==> src/rtl/gray_sched_pkg.sv <==
// Shared definitions for the Gray step scheduler: FSM encoding, default sizes
// and the binary-to-Gray helper.
package gray_sched_pkg;

  typedef enum logic [1:0] {
    IDLE = 2'd0,
    STEP = 2'd1,
    DONE = 2'd2
  } state_t;

  localparam int DEF_WIDTH = 3;
  localparam int DEF_CNT_W = 4;

  // Operates on a 32-bit container; callers slice back to their own width.
  function automatic logic [31:0] bin2gray(input logic [31:0] b);
    return b ^ (b >> 1);
  endfunction

endpackage

==> src/rtl/gray_updown_core.sv <==
// Modulo up/down binary register with Gray view and a registered wrap pulse.
module gray_updown_core
  import gray_sched_pkg::*;
#(
  parameter int WIDTH = DEF_WIDTH
) (
  input  logic             clck,
  input  logic             rset_n,
  input  logic             en,
  input  logic             dir,
  output logic [WIDTH-1:0] bin,
  output logic [WIDTH-1:0] gray,
  output logic             wrap
);

  localparam logic [WIDTH-1:0] MAXV = '1;

  always_ff @(posedge clck or negedge rset_n) begin
    if (!rset_n) begin
      bin  <= '0;
      wrap <= 1'b0;
    end else begin
      // Wrap is flagged for the cycle following the crossing step.
      wrap <= en && (dir ? (bin == MAXV) : (bin == '0));
      if (en) bin <= dir ? bin + WIDTH'(1) : bin - WIDTH'(1);
    end
  end

  assign gray = WIDTH'(bin2gray(32'(bin)));

endmodule

==> src/rtl/gray_step_sched.sv <==
// Command-driven step sequencer: accepts (dir, steps), walks the Gray counter
// one position per cycle with pause/abort, then pulses done.
module gray_step_sched
  import gray_sched_pkg::*;
#(
  parameter int WIDTH = DEF_WIDTH,
  parameter int CNT_W = DEF_CNT_W
) (
  input  logic             clck,
  input  logic             rset_n,
  input  logic             cmd_valid,
  output logic             cmd_ready,
  input  logic             cmd_dir,
  input  logic [CNT_W-1:0] cmd_steps,
  input  logic             pause,
  input  logic             abort,
  output logic [WIDTH-1:0] gray_out,
  output logic [WIDTH-1:0] bin_out,
  output logic             busy,
  output logic             done,
  output logic             aborted,
  output logic             wrap
);

  state_t           state, state_nxt;
  logic             dir_q, dir_nxt;
  logic [CNT_W-1:0] rem_q, rem_nxt;
  logic             abt_q, abt_nxt;
  logic             step_en;

  always_ff @(posedge clck or negedge rset_n) begin
    if (!rset_n) begin
      state <= IDLE;
      dir_q <= 1'b0;
      rem_q <= '0;
      abt_q <= 1'b0;
    end else begin
      state <= state_nxt;
      dir_q <= dir_nxt;
      rem_q <= rem_nxt;
      abt_q <= abt_nxt;
    end
  end

  always_comb begin
    state_nxt = state;
    dir_nxt   = dir_q;
    rem_nxt   = rem_q;
    abt_nxt   = abt_q;
    step_en   = 1'b0;
    case (state)
      IDLE: begin
        if (cmd_valid) begin
          dir_nxt   = cmd_dir;
          rem_nxt   = cmd_steps;
          abt_nxt   = 1'b0;
          state_nxt = (cmd_steps == '0) ? DONE : STEP;
        end
      end
      STEP: begin
        // Abort outranks both pause and the final step.
        if (abort) begin
          abt_nxt   = 1'b1;
          state_nxt = DONE;
        end else if (!pause) begin
          step_en = 1'b1;
          rem_nxt = rem_q - CNT_W'(1);
          if (rem_q == CNT_W'(1)) state_nxt = DONE;
        end
      end
      DONE:    state_nxt = IDLE;
      default: state_nxt = IDLE;
    endcase
  end

  assign cmd_ready = (state == IDLE);
  assign busy      = (state == STEP);
  assign done      = (state == DONE);
  assign aborted   = done & abt_q;

  gray_updown_core #(.WIDTH(WIDTH)) u_core (
    .clck  (clck),
    .rset_n(rset_n),
    .en    (step_en),
    .dir   (dir_q),
    .bin   (bin_out),
    .gray  (gray_out),
    .wrap  (wrap)
  );

endmodule

==> config.mk <==
export PLATFORM = sky130hd
export DESIGN_NAME = gray_step_sched
export DESIGN_NICKNAME = d
export VERILOG_FILES = /design/src/rtl/gray_sched_pkg.sv /design/src/rtl/gray_updown_core.sv /design/src/rtl/gray_step_sched.sv
export SDC_FILE = /design/constraint.sdc
export NUM_CORES = 1
export LEC_CHECK = 0
export CAP_MARGIN = 5
export CELL_PAD_IN_SITES_DETAIL_PLACEMENT = 1
export CELL_PAD_IN_SITES_GLOBAL_PLACEMENT = 2
export CORE_UTILIZATION = 31
export CTS_BUF_LIST = sky130_fd_sc_hd__clkbuf_4
export DETAILED_ROUTE_END_ITERATION = 10
export PLACE_DENSITY = 0.85
export SYNTH_ARGS = -nofsm -noshare
export SYNTH_HDL_FRONTEND = slang
export SYNTH_SLANG_ARGS = --single-unit
==> constraint.sdc <==
create_clock -name clck -period 3.54 [get_ports clck]
set_input_delay 0.885 -clock clck [delete_from_list [all_inputs] [get_ports clck]]
set_output_delay 0.885 -clock clck [all_outputs]
set_load 0.01 [all_outputs]
==> results.py, run 1 <==
metrics = {
    "power_and_ir_drop": {
        "power_frac_seq_pct": 35.1,
        "p_comb_share_pct": 54.0,
        "power_leakage_nw": 0.410,
        "power.net_switching_mw": 0.329,
        "clkPwrFrac_pct": 10.9,
        "total_power_mw": 0.811,
        "p_int_mw": 0.482,
        "switching_share_pct": 40.6,
        "power-per-cell-area_mw_per_mm2": 825,
        "vdd_drop_max_mv": 0.334,
    },
    "sta": {
        "tns_ns": 0,
        "slew_headroom_pct": 60.6,
        "setup_viol": 0,
        "fmax_mhz": 380,
        "fin_crit_ns": 2.63,
        "fin_worst_skew_ns": 0.00144,
        "final_hold_viol_count": 0,
        "final_max_slew_viol_count": 0,
        "worstMarginPinSlew_ns": 0.589,
        "layout_setup_ws_ns": 0.912,
        "rsz0062_at_grt": "false",
        "hold_slack_ns": 0.530,
        "post-route-period-util_pct": 74.2,
    },
    "yosys": {
        "synth_edf_count": 0,
        "ys.flop_type": "dfrtp_1",
        "syn_inst": 75,
        "syn-cell-area_sq_um": 742,
        "syn_area_per_cell_sq_um": 9.89,
        "synth-async-reset-ratio_pct": 100,
        "ys_ff_latch": 12,
        "syn-num-nets": 90,
        "yosys_warnings": 0,
        "synth_cell_types": 33,
        "yosysSeqAreaShare_pct": 40.5,
    },
    "cells_and_area": {
        "design_area_sq_um": 983,
        "fillCellCount": 268,
        "n_antenna_cell": 0,
        "layout_commonest_cell": "clkdlybuf4s50_1",
        "fin_util_pct": 44.0,
        "drive_gt1_share_pct": 7.29,
        "layout.nets": 112,
        "area_growth_pct": 32.5,
        "layout_common_cells": "clkdlybuf4s50_1, dfrtp_1, inv_1, o21ai_0",
        "instances_no_fill": 124,
    },
    "place": {
        "dp_hpwl_mm": 1.28,
        "place_congestion": 0.826,
        "dp.cells": 120,
        "port_buffers": 20,
        "dp_slack_ns": 1.08,
        "place_area_sq_um": 957,
    },
    "detailed_routing": {
        "drt_iter0_drc": 4,
        "drc_errors": 0,
        "antenna_left": 0,
        "drt_first_pass_iters": 2,
        "vias_per_cell": 5.19,
        "avgRoutedWirePerCell_um": 13.2,
        "num_vias": 644,
        "finalWirelength_mm": 1.63,
    },
    "status": {
        "outcome": "completed",
    },
    "clock_tree": {
        "cts_sinks": 12,
        "path_clk_slew_ns": 0.08,
        "cts-resized-gates": 0,
        "postCtsSetupRepairBufs": 0,
        "clockBufferDepth": 2,
        "cts_buffers": 3,
        "htreeDepth": 1,
        "cts_hold_buf": 0,
        "clk_latency_ns": 0.27,
        "cts-root-buf": "clkbuf_4",
        "cts_tree": "yes",
    },
    "global_routing": {
        "globalRouteTotalUtil_pct": 15.0,
        "grt_pass1_vias": 671,
        "antenna_found_initial": 0,
        "grt_remaining_overflow": 0,
        "grt_max_degree": 13,
        "grt_pass1_wl_mm": 2.81,
    },
    "worst_setup_path": {
        "startpoint_type": "register",
        "critPathKind": "register to output pin",
        "cp.arrival_ns": 1.74,
        "cp_max_fo": 11,
        "endpoint_kind": "output pin",
        "cp.required_ns": 2.65,
        "cp-startpoint": "state[1]$_DFFE_PN0P_",
        "r2r_start": "state[1]$_DFFE_PN0P_",
    },
    "floorplan": {
        "num_rows": 17,
        "die_area_sq_mm": 0.00259,
        "dieWidth_um": 50.9,
        "pin_count": 21,
        "initial_core_util_pct": 33.2,
        "die_height_um": 50.9,
        "core_sq_mm": 0.00223,
    },
    "hold_path": {
        "worstHoldStart": "rem_q[3]$_DFFE_PN0P_",
        "hold_class": "register to register",
    },
    "run": {
        "maxCapViolations": 0,
    },
}
## metal layers
layer / routed length, um / up-vias / track usage, %
li1: - / 303 / -
met1: 730 / 324 / 16.9
met2: 820 / 13 / 25.0
met3: 43 / 4 / 3.57
met4: 39 / 0 / 9.72
met5: 0 / - / 0
## flip-flops by register name, summed over array words and instances (netlist names)
name	count
abt_q	1
u_core.bin	3
dir_q	1
u_core.wrap	1
rem_q	4
state	2
## final cells by class
class	instances	area (sq um)	share of cell area, %
Clock buffer	3	22.5	2.29
Timing Repair Buffer	20	200	20.4
Tap cell	28	35.0	3.56
Inverter	9	33.8	3.44
Sequential cell	12	300	30.5
Clock inverter	1	3.75	0.382
Multi-Input combinational cell	51	388	39.4
## cell families (layout without fill, tap and decap cells)
logic type,count (synthesis),in the layout,synth area share [%]
AOI/OAI and AO/OA,19,19,16.4
xor gates and xnor gates,4,4,4.72
adders and majority gates,5,5,9.44
buffers and inverters,12,33,7.25
DFF,12,12,40.5
muxes,1,1,1.35
and+or+nand+nor,22,22,20.4
## cell usage after synthesis (all sizes together) (2+ instances only)
master	n	area (sq um)
xnor2	3	26.3
a21oi	4	20.0
nor4b	2	32.5
o22ai	2	12.5
nand2b	2	15.0
nor3b	3	27.5
buf	3	20.0
o2bb2ai	2	17.5
nand3	2	10.0
o21ai	6	30.0
ha	4	50.1
nor2	4	17.5
inv	9	33.8
nand2	4	15.0
dfrtp	12	300
## power by group through the flow
stage / combinational (mW) / sequential [mW] / clock, mW
6_report: 0.438 / 0.285 / 0.0883
2_1_floorplan: 0.282 / 0.261 / 0
5_1_grt: 0.486 / 0.300 / 0.0962
4_1_cts: 0.443 / 0.287 / 0.0933
3_3_place_gp: 0.431 / 0.288 / 0
3_5_place_dp: 0.440 / 0.290 / 0
## path summary, 6_finish.rpt
path,endpoint,slack [ns],cells past startpoint
max,busy,0.91,3
min,rem_q[3]$_DFFE_PN0P_,0.53,1
max reg2reg,rem_q[3]$_DFFE_PN0P_,1.94,3
min reg2reg,rem_q[3]$_DFFE_PN0P_,0.53,1
max in group asynchronous,rem_q[1]$_DFFE_PN0P_,2.23,1
min in group asynchronous,rem_q[3]$_DFFE_PN0P_,0.96,1
## critical path: stages (launching register included)
cell	delay, ns
dfrtp_1	0.52
nand2b_2	0.31
inv_1	0.10
clkdlybuf4s50_1	0.53
No activity file was read; power rests on OpenSTA's default activity.
==> inputs of run 2 (changes only) <==
--- a/config.mk
+++ b/config.mk
@@ -8,10 +8,10 @@
 export CAP_MARGIN = 5
 export CELL_PAD_IN_SITES_DETAIL_PLACEMENT = 1
 export CELL_PAD_IN_SITES_GLOBAL_PLACEMENT = 2
-export CORE_UTILIZATION = 31
+export CORE_UTILIZATION = 29
 export CTS_BUF_LIST = sky130_fd_sc_hd__clkbuf_4
 export DETAILED_ROUTE_END_ITERATION = 10
-export PLACE_DENSITY = 0.85
+export PLACE_DENSITY = 0.8
 export SYNTH_ARGS = -nofsm -noshare
 export SYNTH_HDL_FRONTEND = slang
 export SYNTH_SLANG_ARGS = --single-unit
==> constraint.sdc (replaced) <==
create_clock -name clck -period 2.5 [get_ports clck]
set_input_delay 0.625 -clock clck [delete_from_list [all_inputs] [get_ports clck]]
set_output_delay 0.625 -clock clck [all_outputs]
set_load 0.01 [all_outputs]
==> run 2 against run 1 <==
  * Routed wire length increased by 11%
  * Die area increased by 6.6%
  * Clock skew increased by 0.0014 ns
  * Register-to-register slack got worse by 0.94 ns
  * Largest cell class unchanged
==> results.py, run 2 (same netlist as run 1, synthesis figures left out) <==
metrics = {
    "place": {
        "dp_slack_ns": 0.454,
        "port_buffers": 20,
        "dp_hpwl_mm": 1.42,
        "place_congestion": 0.809,
    },
    "worst_setup_path": {
        "critPathKind": "register to output pin",
        "path_cells": "nand2b_2, inv_1, clkdlybuf4s50_1",
        "crit_buf_inv": 2,
        "r2r_start": "state[1]$_DFFE_PN0P_",
        "startpoint_type": "register",
        "critPathSlowestCell": "clkdlybuf4s50_1",
        "cp.arrival_ns": 1.62,
        "critPathMaxStageDelay_ns": 0.54,
        "cp.required_ns": 1.88,
        "cp_max_fo": 7,
        "endpoint_kind": "output pin",
        "cp-startpoint": "state[1]$_DFFE_PN0P_",
        "crit_family": "buffers and inverters",
    },
    "cells_and_area": {
        "layout.nets": 115,
        "fillCellCount": 269,
        "layout_common_cells": "clkdlybuf4s50_1, dfrtp_1, inv_1, o21ai_0",
        "regMostFlops": "rem_q",
        "drive_gt1_share_pct": 10.2,
        "top_regs": "rem_q x4, u_core.bin x3, state x2",
        "seq_area_sq_um": 300,
        "layout_commonest_cell": "clkdlybuf4s50_1",
        "area_growth_pct": 35.1,
        "n_antenna_cell": 0,
        "largest_reg_flops": 4,
        "multi_input_area_sq_um": 388,
    },
    "sta": {
        "tns_ns": 0,
        "slew_headroom_pct": 61.0,
        "final_max_slew_viol_count": 0,
        "fin_crit_ns": 2.25,
        "fmax_mhz": 445,
        "post-route-period-util_pct": 89.9,
        "worstMarginPinSlew_ns": 0.584,
        "setup_viol": 0,
        "final_hold_viol_count": 0,
        "layout_setup_ws_ns": 0.251,
        "rsz0062_at_grt": "false",
        "fin_worst_skew_ns": 0.00282,
    },
    "floorplan": {
        "die_height_um": 52.6,
        "pin_count": 21,
        "die_area_sq_mm": 0.00276,
        "num_rows": 17,
        "core_sq_mm": 0.00232,
        "initial_core_util_pct": 32.0,
        "dieWidth_um": 52.6,
    },
    "clock_tree": {
        "cts_buffers": 3,
        "path_clk_slew_ns": 0.08,
        "clockBufferDepth": 2,
        "htreeDepth": 1,
        "cts_tree": "yes",
        "postCtsSetupRepairBufs": 0,
        "cts-root-buf": "clkbuf_4",
        "clk_latency_ns": 0.27,
        "cts-resized-gates": 0,
        "cts_hold_buf": 0,
        "cts_sinks": 12,
    },
    "power_and_ir_drop": {
        "power_leakage_nw": 0.424,
        "vdd_drop_max_mv": 0.477,
        "power-per-cell-area_mw_per_mm2": 1170,
    },
    "global_routing": {
        "grt_pass1_vias": 672,
        "grt_pass1_wl_mm": 3.23,
        "grt_max_degree": 13,
        "globalRouteTotalUtil_pct": 16.7,
        "antenna_found_initial": 0,
        "grt_remaining_overflow": 0,
    },
    "status": {
        "outcome": "completed",
    },
    "detailed_routing": {
        "num_vias": 636,
        "avgRoutedWirePerCell_um": 14.4,
        "finalWirelength_mm": 1.81,
        "antenna_left": 0,
        "drt_iter0_drc": 5,
        "drt_first_pass_iters": 4,
        "drc_errors": 0,
        "vias_per_cell": 5.05,
    },
    "hold_path": {
        "worstHoldStart": "state[1]$_DFFE_PN0P_",
        "hold_class": "register to register",
    },
    "run": {
        "maxCapViolations": 0,
    },
}
[run 2: cell types whose count changed in the layout (fill, tap and decap cells not counted), sizes merged]
| cell | delta |
|---|---|
| buf | +3 |
| clkinv | -1 |
[run 2: power by group]
part | internal, mW | switching (mW)
sequential | 0.280 | 0.103
clock | 0.0558 | 0.0667
combinational | 0.364 | 0.304
total | 0.700 | 0.473
[run 2: through the flow]
stage	utilization, %	std cells	area (sq um)	power [mW]	hold WS (ns)
4_1_cts	43.2	126	1000	1.19	0.515
5_1_grt	43.2	126	1000	1.29	0.533
6_report	43.2	126	1000	1.17	0.515
2_1_floorplan	-	75	742	0.768	0.329
3_3_place_gp	42.3	123	980	1.04	0.500
3_5_place_dp	42.3	123	980	1.06	0.502
[run 2: final timing paths]
path,end,slack (ns),cells past startpoint
setup / recovery,busy,0.25,3
hold / removal,state[1]$_DFFE_PN0P_,0.52,1
setup reg to reg,rem_q[0]$_DFFE_PN0P_,1.00,5
hold reg to reg,state[1]$_DFFE_PN0P_,0.52,1
max in group asynchronous,rem_q[2]$_DFFE_PN0P_,1.40,1
min in group asynchronous,dir_q$_DFFE_PN0P_,0.72,1
[run 2: area by class of cell]
| cell class | count | share of cell area (%) |
|---|---|---|
| Multi-Input combinational cell | 51 | 38.7 |
| Sequential cell | 12 | 30.0 |
| Timing Repair Buffer | 23 | 22.2 |
| Tap cell | 28 | 3.50 |
| Inverter | 9 | 3.37 |
| Clock buffer | 3 | 2.25 |
[run 2: routing by layer]
layer	up-vias	track usage, %	part of all wire (%)
met4	0	5.26	1.5
met2	15	26.4	47
li1	307	-	-
met5	-	0	0
met1	312	21.4	47
met3	2	5.51	4.0
==> RTL edit (settings of run 1) <==
Change the package constant `DEF_WIDTH` from 3 to 6.
--- a/src/rtl/gray_sched_pkg.sv
+++ b/src/rtl/gray_sched_pkg.sv
@@ -8,7 +8,7 @@
     DONE = 2'd2
   } state_t;
 
-  localparam int DEF_WIDTH = 3;
+  localparam int DEF_WIDTH = 6;
   localparam int DEF_CNT_W = 4;
 
   // Operates on a 32-bit container; callers slice back to their own width.
Interface: changed (resized bin_out and gray_out); port bits go from 21 to 27. The function was not compared with the original's and may differ.
==> RTL edit against run 1 <==
Area after synthesis up 38%; die area up 36%; setup slack better by 0.062 ns; power up 58%; design area up 37%; wire length up 41%; global-route usage down 0.43 points; sequential cell count up 3; critical endpoint is now cmd_ready; maximum frequency up 2.4%; clock power up 22%.
==> RTL edit: results <==
[outcome]
status = "finished, final reports clean"

[layout]
post-route-util_pct = 43.9
final_nets = 164
drive_gt1_share_pct = 5.71
reg_top3 = "u_core.bin x6, rem_q x4, state x2"
final_cells = 184
nFillCells = 367

[setup_path]
cp.depth = 2
crit_arrival_ns = 1.68
r2r-start = "dir_q"
crit_family = "buffers and inverters"
reg2reg_depth = 7
crit_end = "cmd_ready"
regToRegSetupSlack_ns = 1.63
startpoint = "state[0]"
worstPathMaxFanout = 7
r2r-end = "u_core.bin[5]"

[global_route]
grt_pass1_wl_mm = 3.83
grt_usage_pct = 14.6
grt_pass1_vias = 818
grt_max_degree = 16

[placement]
io_buffers = 26
gp_congestion = 0.729
placed_area_mm2 = 0.00132
dp_hpwl_mm = 1.83
pre_cts_ws_ns = 1.20

[power]
p_leak_nw = 0.600
seq_power_share_pct = 27.2
clkPwrFrac_pct = 8.4
peakVddDrop_mv = 0.342
seq_power_uw = 347

[yosys]
synth_common_cells = "dfrtp_1, a21oi_1, ha_1, nand2_1, inv_1"
ys_seq_area_share_pct = 36.8
synth_nets = 135
yosys-top-cells-area = "dfrtp_1, ha_1, a21oi_1"
yosys.cell_types.count = 30

[sta]
worst_pin_slew_ns = 0.688
clock_skew_ns = 0.00159
period_minus_slack_ns = 2.57

[worst_hold_path]
hold_start = "abt_q"

[drt]
first_pass_iters = 3
first_iter_violations = 7
via_count = 888

[cts]
clock_latency_ns = 0.29
RTL edit: kinds of logic after synthesis:
logic type,Yosys count,share of synthesized area [%]
AOI/OAI and AO/OA,28,15.7
xor gates and xnor gates,7,6.01
adders and majority gates,13,16.7
buffers and inverters,13,5.51
DFF,15,36.8
muxes,2,1.96
and+or+nand+nor,34,17.4
RTL edit: routing by layer:
layer / GRT usage (%) / share of wire [%] / vias up
li1: - / - / 442
met1: 19.6 / 50 / 427
met2: 23.4 / 45 / 17
met3: 3.93 / 4.1 / 2
met4: 3.06 / 0.52 / 0
met5: 0 / 0 / -
RTL edit: worst min path at each step:
stage	end	slack, ns	cells past startpoint
after floorplan	abt_q	0.49	2
after global placement	abt_q	0.52	2
after detailed placement	abt_q	0.54	2
after CTS	abt_q	0.55	2
after global routing	u_core.wrap	0.60	2
final	abt_q	0.54	2
RTL edit: final cells by class:
type	count	area share, %
inverter	11	3.06
sequential	15	27.8
timing repair buffer	26	19.3
multi-input combinational	84	43.6
tap	44	4.07
clock buffer	4	2.22
